**config.mk**
```make
export PLATFORM = sky130hd
export DESIGN_NAME = store_merge_unit
export DESIGN_NICKNAME = d
export VERILOG_FILES = /design/src/rtl/store_merge_unit_pkg.sv /design/src/rtl/store_merge_unit_lane_merge.sv /design/src/rtl/store_merge_unit.sv
export SDC_FILE = /design/constraint.sdc
export NUM_CORES = 1
export LEC_CHECK = 0
export CAP_MARGIN = 30
export CORE_MARGIN = 10
export CORE_UTILIZATION = 50
export CTS_CLUSTER_SIZE = 12
export DETAILED_ROUTE_END_ITERATION = 8
export HOLD_SLACK_MARGIN = 0.12
export PLACE_DENSITY = 0.86
export SLEW_MARGIN = 20
export SYNTH_ARGS = -nofsm -noshare
export SYNTH_HDL_FRONTEND = slang
export SYNTH_SLANG_ARGS = --single-unit
```
**constraint.sdc**
```tcl
create_clock -name clk -period 4.9 [get_ports clk]
set_input_delay 0.98 -clock clk [delete_from_list [all_inputs] [get_ports clk]]
set_output_delay 0.98 -clock clk [all_outputs]
set_load 0.01 [all_outputs]
```
**src/rtl/store_merge_unit_pkg.sv**
```systemverilog
// Shared definitions for the store merge path: size codes, FSM states and
// the lane-merge / alignment helpers used by the merge unit and its sub-block.
package store_merge_unit_pkg;

    localparam logic [1:0] SZ_BYTE = 2'b00;
    localparam logic [1:0] SZ_HALF = 2'b01;
    localparam logic [1:0] SZ_WORD = 2'b10;
    localparam logic [1:0] SZ_ILL  = 2'b11;

    typedef enum logic [2:0] {
        ST_IDLE  = 3'd0,
        ST_READ  = 3'd1,
        ST_MERGE = 3'd2,
        ST_WRITE = 3'd3,
        ST_ERROR = 3'd4
    } state_t;

    // Illegal size or an address not aligned to the access width
    function automatic logic is_bad_request(input logic [1:0] size, input logic [1:0] lane);
        logic bad;
        case (size)
            SZ_BYTE: bad = 1'b0;
            SZ_HALF: bad = lane[0];
            SZ_WORD: bad = (lane != 2'b00);
            default: bad = 1'b1;
        endcase
        return bad;
    endfunction

    // Little-endian insert of the truncated store data into old_word
    function automatic logic [31:0] lane_merge(input logic [31:0] old_word,
                                               input logic [31:0] data,
                                               input logic [1:0]  size,
                                               input logic [1:0]  lane);
        logic [31:0] word;
        word = old_word;
        case (size)
            SZ_BYTE: begin
                case (lane)
                    2'd0:    word[7:0]   = data[7:0];
                    2'd1:    word[15:8]  = data[7:0];
                    2'd2:    word[23:16] = data[7:0];
                    2'd3:    word[31:24] = data[7:0];
                    default: word = old_word;
                endcase
            end
            SZ_HALF: begin
                if (lane[1]) begin
                    word[31:16] = data[15:0];
                end else begin
                    word[15:0] = data[15:0];
                end
            end
            SZ_WORD: word = data;
            default: word = old_word;
        endcase
        return word;
    endfunction

endpackage

```
**src/rtl/store_merge_unit_lane_merge.sv**
```systemverilog
// Combinational lane merge: replaces the addressed byte/half of old_word
// with the low bits of data, preserving all other bits.
module store_lane_merge
    import store_merge_unit_pkg::*;
(
    input  logic [31:0] old_word,
    input  logic [31:0] data,
    input  logic [1:0]  size,
    input  logic [1:0]  lane,
    output logic [31:0] new_word
);

    assign new_word = lane_merge(old_word, data, size, lane);

endmodule

```
**src/rtl/store_merge_unit.sv**
```systemverilog
// Store path to a word-wide RAM without byte enables: word stores write
// directly, byte/half stores read-modify-write through store_lane_merge.
module store_merge_unit
    import store_merge_unit_pkg::*;
#(
    parameter int MEM_AW = 10
) (
    input  logic              clk,
    input  logic              rst,
    input  logic              req_valid,
    output logic              req_ready,
    input  logic [31:0]       addr,
    input  logic [31:0]       wdata,
    input  logic [1:0]        size,
    output logic [MEM_AW-1:0] mem_addr,
    output logic              mem_rd_en,
    input  logic [31:0]       mem_rdata,
    output logic              mem_wr_en,
    output logic [31:0]       mem_wdata,
    output logic              done,
    output logic              err
);

    state_t              state_r;
    state_t              state_next_s;
    logic [MEM_AW+1:0]   addr_r;
    logic [31:0]         wdata_r;
    logic [1:0]          size_r;
    logic                capture_s;

    logic                req_ready_r;
    logic [MEM_AW-1:0]   mem_addr_r;
    logic                mem_rd_en_r;
    logic                mem_wr_en_r;
    logic [31:0]         mem_wdata_r;
    logic                done_r;
    logic                err_r;

    logic [MEM_AW-1:0]   mem_addr_next_s;
    logic                mem_rd_en_next_s;
    logic                mem_wr_en_next_s;
    logic [31:0]         mem_wdata_next_s;
    logic                done_next_s;
    logic                err_next_s;
    logic [31:0]         merged_s;
    logic                unused_s;

    // Address bits above the RAM's word range do not select anything
    assign unused_s  = &{1'b0, addr[31:MEM_AW+2]};
    assign capture_s = req_valid && (state_r == ST_IDLE);

    store_lane_merge u_lane_merge (
        .old_word (mem_rdata),
        .data     (wdata_r),
        .size     (size_r),
        .lane     (addr_r[1:0]),
        .new_word (merged_s)
    );

    // Next state plus next values of every registered output
    always_comb begin
        state_next_s     = state_r;
        mem_addr_next_s  = '0;
        mem_rd_en_next_s = 1'b0;
        mem_wr_en_next_s = 1'b0;
        mem_wdata_next_s = 32'h0000_0000;
        done_next_s      = 1'b0;
        err_next_s       = 1'b0;
        case (state_r)
            ST_IDLE: begin
                if (!req_valid) begin
                    state_next_s = ST_IDLE;
                end else if (is_bad_request(size, addr[1:0])) begin
                    state_next_s = ST_ERROR;
                    done_next_s  = 1'b1;
                    err_next_s   = 1'b1;
                end else if (size == SZ_WORD) begin
                    state_next_s     = ST_WRITE;
                    mem_addr_next_s  = addr[MEM_AW+1:2];
                    mem_wr_en_next_s = 1'b1;
                    mem_wdata_next_s = wdata;
                    done_next_s      = 1'b1;
                end else begin
                    state_next_s     = ST_READ;
                    mem_addr_next_s  = addr[MEM_AW+1:2];
                    mem_rd_en_next_s = 1'b1;
                end
            end
            ST_READ: begin
                state_next_s = ST_MERGE;
            end
            // RAM data is valid now; the merged word is registered straight into mem_wdata
            ST_MERGE: begin
                state_next_s     = ST_WRITE;
                mem_addr_next_s  = addr_r[MEM_AW+1:2];
                mem_wr_en_next_s = 1'b1;
                mem_wdata_next_s = merged_s;
                done_next_s      = 1'b1;
            end
            ST_WRITE: state_next_s = ST_IDLE;
            ST_ERROR: state_next_s = ST_IDLE;
            default:  state_next_s = ST_IDLE;
        endcase
    end

    // State, captured request and registered outputs
    always_ff @(posedge clk) begin
        if (rst) begin
            state_r     <= ST_IDLE;
            addr_r      <= '0;
            wdata_r     <= 32'h0000_0000;
            size_r      <= 2'b00;
            req_ready_r <= 1'b1;
            mem_addr_r  <= '0;
            mem_rd_en_r <= 1'b0;
            mem_wr_en_r <= 1'b0;
            mem_wdata_r <= 32'h0000_0000;
            done_r      <= 1'b0;
            err_r       <= 1'b0;
        end else begin
            state_r     <= state_next_s;
            req_ready_r <= (state_next_s == ST_IDLE);
            mem_addr_r  <= mem_addr_next_s;
            mem_rd_en_r <= mem_rd_en_next_s;
            mem_wr_en_r <= mem_wr_en_next_s;
            mem_wdata_r <= mem_wdata_next_s;
            done_r      <= done_next_s;
            err_r       <= err_next_s;
            if (capture_s) begin
                addr_r  <= addr[MEM_AW+1:0];
                wdata_r <= wdata;
                size_r  <= size;
            end
        end
    end

    assign req_ready = req_ready_r;
    assign mem_addr  = mem_addr_r;
    assign mem_rd_en = mem_rd_en_r;
    assign mem_wr_en = mem_wr_en_r;
    assign mem_wdata = mem_wdata_r;
    assign done      = done_r;
    assign err       = err_r;

endmodule

```
# --- Word-level counts from Yosys, hierarchy flattened ---
# Cells that the tools add are included.
op_classes:
  add_sub_neg: 0
  n_mul: 0
  div_mod_pow: 0
  n_lt_le_gt_ge: 0
  n_eq_ne: 9
  n_shift: 0
  n_mux: 30
  bitwise_logic: 2
  n_reduce_logical: 9
ops:
  columns: ["operator", "count"]
  rows:
  - ["32-bit 2-to-1 mux", 3]
  - ["32-bit one-hot mux with 3 select lines", 1]
  - ["32-bit one-hot mux with 2 select lines", 1]
  - ["16-bit 2-to-1 mux", 2]
  - ["8-bit 2-to-1 mux", 4]
  - ["10-bit 2-to-1 mux", 2]
  - ["10-bit one-hot mux with 2 select lines", 1]
  - ["1-bit 2-to-1 mux", 9]
  - ["3-bit one-hot mux with 3 select lines", 1]
  - ["2-bit equality test, second input constant", 4]
  - ["2-bit by 1-bit equality test with 1-bit output, second input constant", 3]
  - ["2-bit logical NOT", 3]
  - ["3-bit logical NOT", 2]
  - ["3-bit 2-to-1 mux", 2]
  - ["1-bit one-hot mux with 2 select lines", 2]
  - ["4-bit OR reduction", 1]
  - ["3-bit by 1-bit equality test with 1-bit output, second input constant", 1]
  - ["3-bit by 2-bit equality test with 1-bit output, second input constant", 1]
  - ["1-bit one-hot mux with 3 select lines", 1]
  - ["3-bit OR reduction", 1]
  - ["2-bit 2-to-1 mux", 1]
  - ["1-bit inverter", 2]
  - ["2-bit nonzero test", 1]
  - ["1-bit logical AND", 1]
totals:
  regBits: 96
  latch_bits: 0
  ramBits: 0
  rom_bits: 0
  mem_count: 0

# --- Longest topological paths before layout ---
logic_depth:
  word_depth: 8
  mapped_depth: 8
  depth_no_buf: 4

# --- Modules after synthesis ---
# From an unflattened synthesis, not the netlist that was laid out.
unflattened:
  cells_unflattened: 527
  hier_area_um2: 4394.2
by_module_without_submodules:
  columns: ["module", "instances", "cells_per_inst", "area_each_um2", "seq_area_each_um2"]
  rows:
  - ["store_merge_unit", 1, 385, 3321.9, 1921.8]
  - ["store_lane_merge", 1, 142, 1072.3, 0.0]

# --- Worst setup path before layout ---
# No wires, ideal clock.
synth_path:
  path_kind: "input to register"
  from: "input port rst"
  to: "register mem_wdata_r[20], in the netlist mem_wdata[20]"
  arrival_time_ps: 2309
  t_required_ps: 4841
  path_slack_ps: 2532
  stages: 6
  path_cell_list: "clkbuf_1 > or4b_1 > buf_2 > clkbuf_1 > a221oi_1 > a22o_1"
synth_rtl:
  columns: ["item", "line", "rtl"]
  rows:
  - ["start: declaration", "store_merge_unit.sv:9", "input logic rst,"]
  - ["end signal: assignment", "store_merge_unit.sv:126", "mem_wdata_r <= mem_wdata_next_s;"]
  - ["end: declaration", "store_merge_unit.sv:35", "logic [31:0] mem_wdata_r;"]

==> impl_metrics.json <==
{
  "rows": 35,
  "nets": 763,
  "r2r_start": "size_r[0]",
  "yosysWarnings": 0,
  "grt_max_degree": 50,
  "antenna_found_initial": 0,
  "cp_max_fo": 38,
  "port_buffers": 127,
  "die_h_um": 116,
  "die_area_mm2": 0.0135,
  "path_clk_slew_ns": 0.10,
  "leakage_nw": 2.16,
  "max_freq_mhz": 356,
  "ys_types": 40,
  "setup_violations": 0,
  "grt_setup_unrepaired": "no",
  "power_mw": 1.90,
  "htree_levels": 3,
  "grt_pass1_vias": 4455,
  "vias": 4709,
  "status": "complete, no violations",
  "dp_hpwl_um": 10300,
  "hold_viol_final": 0,
  "syn_area_per_cell_um2": 8.14,
  "slew_headroom_pct": 46.4,
  "numCtsBuffers": 9,
  "tns_ns": 0,
  "die_x_um": 116,
  "clockBufferDepth": 2,
  "criticalPathCategory": "input port to flip-flop",
  "synth_area_leader_cell": "dfxtp_1",
  "via_per_inst": 6.05,
  "io_pins": 148,
  "ir_drop_mv": 0.209,
  "synth_nets": 670,
  "dr.pass1.iters": 5,
  "hold_class": "flip-flop to flip-flop",
  "netlist_instances": 569,
  "grt_pass1_wl_um": 23300,
  "cts_resized": 0,
  "place_congestion": 0.883,
  "period_minus_slack_ns": 2.81,
  "fin_cells": 778,
  "cts_setup_buffers": 0,
  "core-area_mm2": 0.00911,
  "drive_above_1_share_pct": 4.95,
  "initial_core_util_pct": 50.8,
  "clock_latency_ns": 0.35,
  "ctsHoldBuffers": 0,
  "crit_path_start_kind": "input port",
  "arrival_ns": 3.11,
  "async_flop_share_pct": 0,
  "synth.area.top_cells": "dfxtp_1 (42%), nand2_1 (9.6%), a21oi_1 (5.5%), mux2i_1 (5.2%), a221oi_1 (3.2%)",
  "synth_top_area_share_pct": 41.5,
  "synthFlopType": "dfxtp_1",
  "yosysSeqAreaShare_pct": 41.5,
  "cts_tree": "built",
  "end_kind": "flip-flop",
  "synth_area_mm2": 0.00463,
  "synth_edf_count": 0,
  "dp.cells": 761,
  "fin_crit_sh_pct": 57.4,
  "critPathRequiredTime_ns": 5.20,
  "antennaDiodeCount": 0,
  "antenna_left": 0,
  "slew_viol_final": 0,
  "skew_ns": 0.0113,
  "min-delay-start": "wdata_r[27]",
  "cp-startpoint": "rst",
  "synth-seq-cells": 96,
  "drtIter0Drc": 316,
  "cap_viol_max_count": 0,
  "worst_pin_slew_ns": 0.803,
  "cts_sinks": 96,
  "drc": 0,
  "track_usage_pct": 21.5,
  "p_per_area_mw_per_mm2": 310,
  "clock-root-buffer": "clkbuf_8",
  "syn_to_final_growth_pct": 32.2,
  "grt.overflow.total": 0,
  "routed_wl_um": 14900,
  "wire_per_inst_um": 19.2
}
cell usage in the layout (no fill, tap or decap), types with 9 or more instances in the layout:
cell             count
a221oi_1            17
a22o_1              16
nor2_1              34
nor3b_1              9
o21ai_0             16
buf_4                9
nand2b_1            13
nand2_1            118
nor3_1              11
mux2i_1             24
o22ai_1              9
a32oi_1             10
nand3b_1            14
nor2b_1              9
clkdlybuf4s50_1    126
dfxtp_1             94
a21oi_1             51
clkbuf_8            10
routing by layer:
layer / wire (µm) / part of all wire (%) / GRT usage, %
met3: 1370 / 9.2 / 5.91
met1: 6080 / 41 / 26.2
met4: 327 / 2.2 / 7.59
met5: 0 / 0 / 0
met2: 7120 / 48 / 35.7
cell type report:
cell class | count | area, µm²
timing repair buffer | 138 | 1370
sequential | 96 | 1920
multi-input combinational | 415 | 2460
tap | 111 | 139
clock buffer | 11 | 141
inverter | 2 | 7.51
clock inverter | 5 | 80.1
fill | 736 | 2990
worst max-delay path: stages:
cell,delay (ns)
buf_2,0.23
buf_12,0.23
or4b_1,0.84
a21oi_1,0.55
a221o_1,0.25
synth_stat cells, types with 10 or more instances:
cell,n
o21ai_0,16
a221oi_1,17
a32oi_1,10
nor2_1,34
a21oi_1,51
a22o_1,16
nor3_1,12
dfxtp_1,96
clkbuf_1,39
mux2i_1,24
nand2_1,118
nand2b_1,13
nand3b_1,14
cell families (layout without fill, tap and decap cells):
logic type / count (synthesis) / count (layout) / synth area share [%]
XOR/XNOR: 1 / 1 / 0.189
buffers and inverters: 58 / 156 / 5.57
AO/OA/AOI/OAI: 166 / 166 / 24.9
multiplexers: 24 / 24 / 5.19
AND/OR/NAND/NOR: 224 / 224 / 22.6
flip-flops: 96 / 96 / 41.5
path summary, 6_finish.rpt:
| check | to | slack [ns] | cells after the start |
|---|---|---|---|
| setup / recovery | mem_wdata[13] | 2.09 | 5 |
| setup reg to reg | mem_wdata[30] | 2.65 | 5 |
| hold / removal | wdata_r[27] | 0.46 | 2 |
| hold reg to reg | wdata_r[27] | 0.46 | 2 |
sequential cells by signal, summed over array words and instances, names as in the netlist:
signal / flops
mem_wdata: 32
done: 1
req_ready: 1
mem_wr_en: 1
mem_rd_en: 1
size_r: 2
wdata_r: 32
state_r: 3
addr_r: 12
err: 1
mem_addr: 10
through the flow:
step / cell area (µm²) / util (%) / hold slack, ns / worst slack (ns)
floorplan: 4630 / - / 0.436 / 2.53
global placement: 5850 / 64.3 / 0.441 / 1.59
detailed placement: 5890 / 64.6 / 0.446 / 1.73
CTS: 6110 / 67.1 / 0.460 / 2.10
global route: 6120 / 67.2 / 0.476 / 1.97
finish: 6120 / 67.2 / 0.461 / 2.09
report_power, final:
| group | switching, mW | internal [mW] | total [mW] |
|---|---|---|---|
| Sequential | 0.0632 | 0.834 | 0.897 |
| Combinational | 0.218 | 0.203 | 0.421 |
| Clock | 0.277 | 0.301 | 0.578 |
Power figures use the tool's default switching activity.
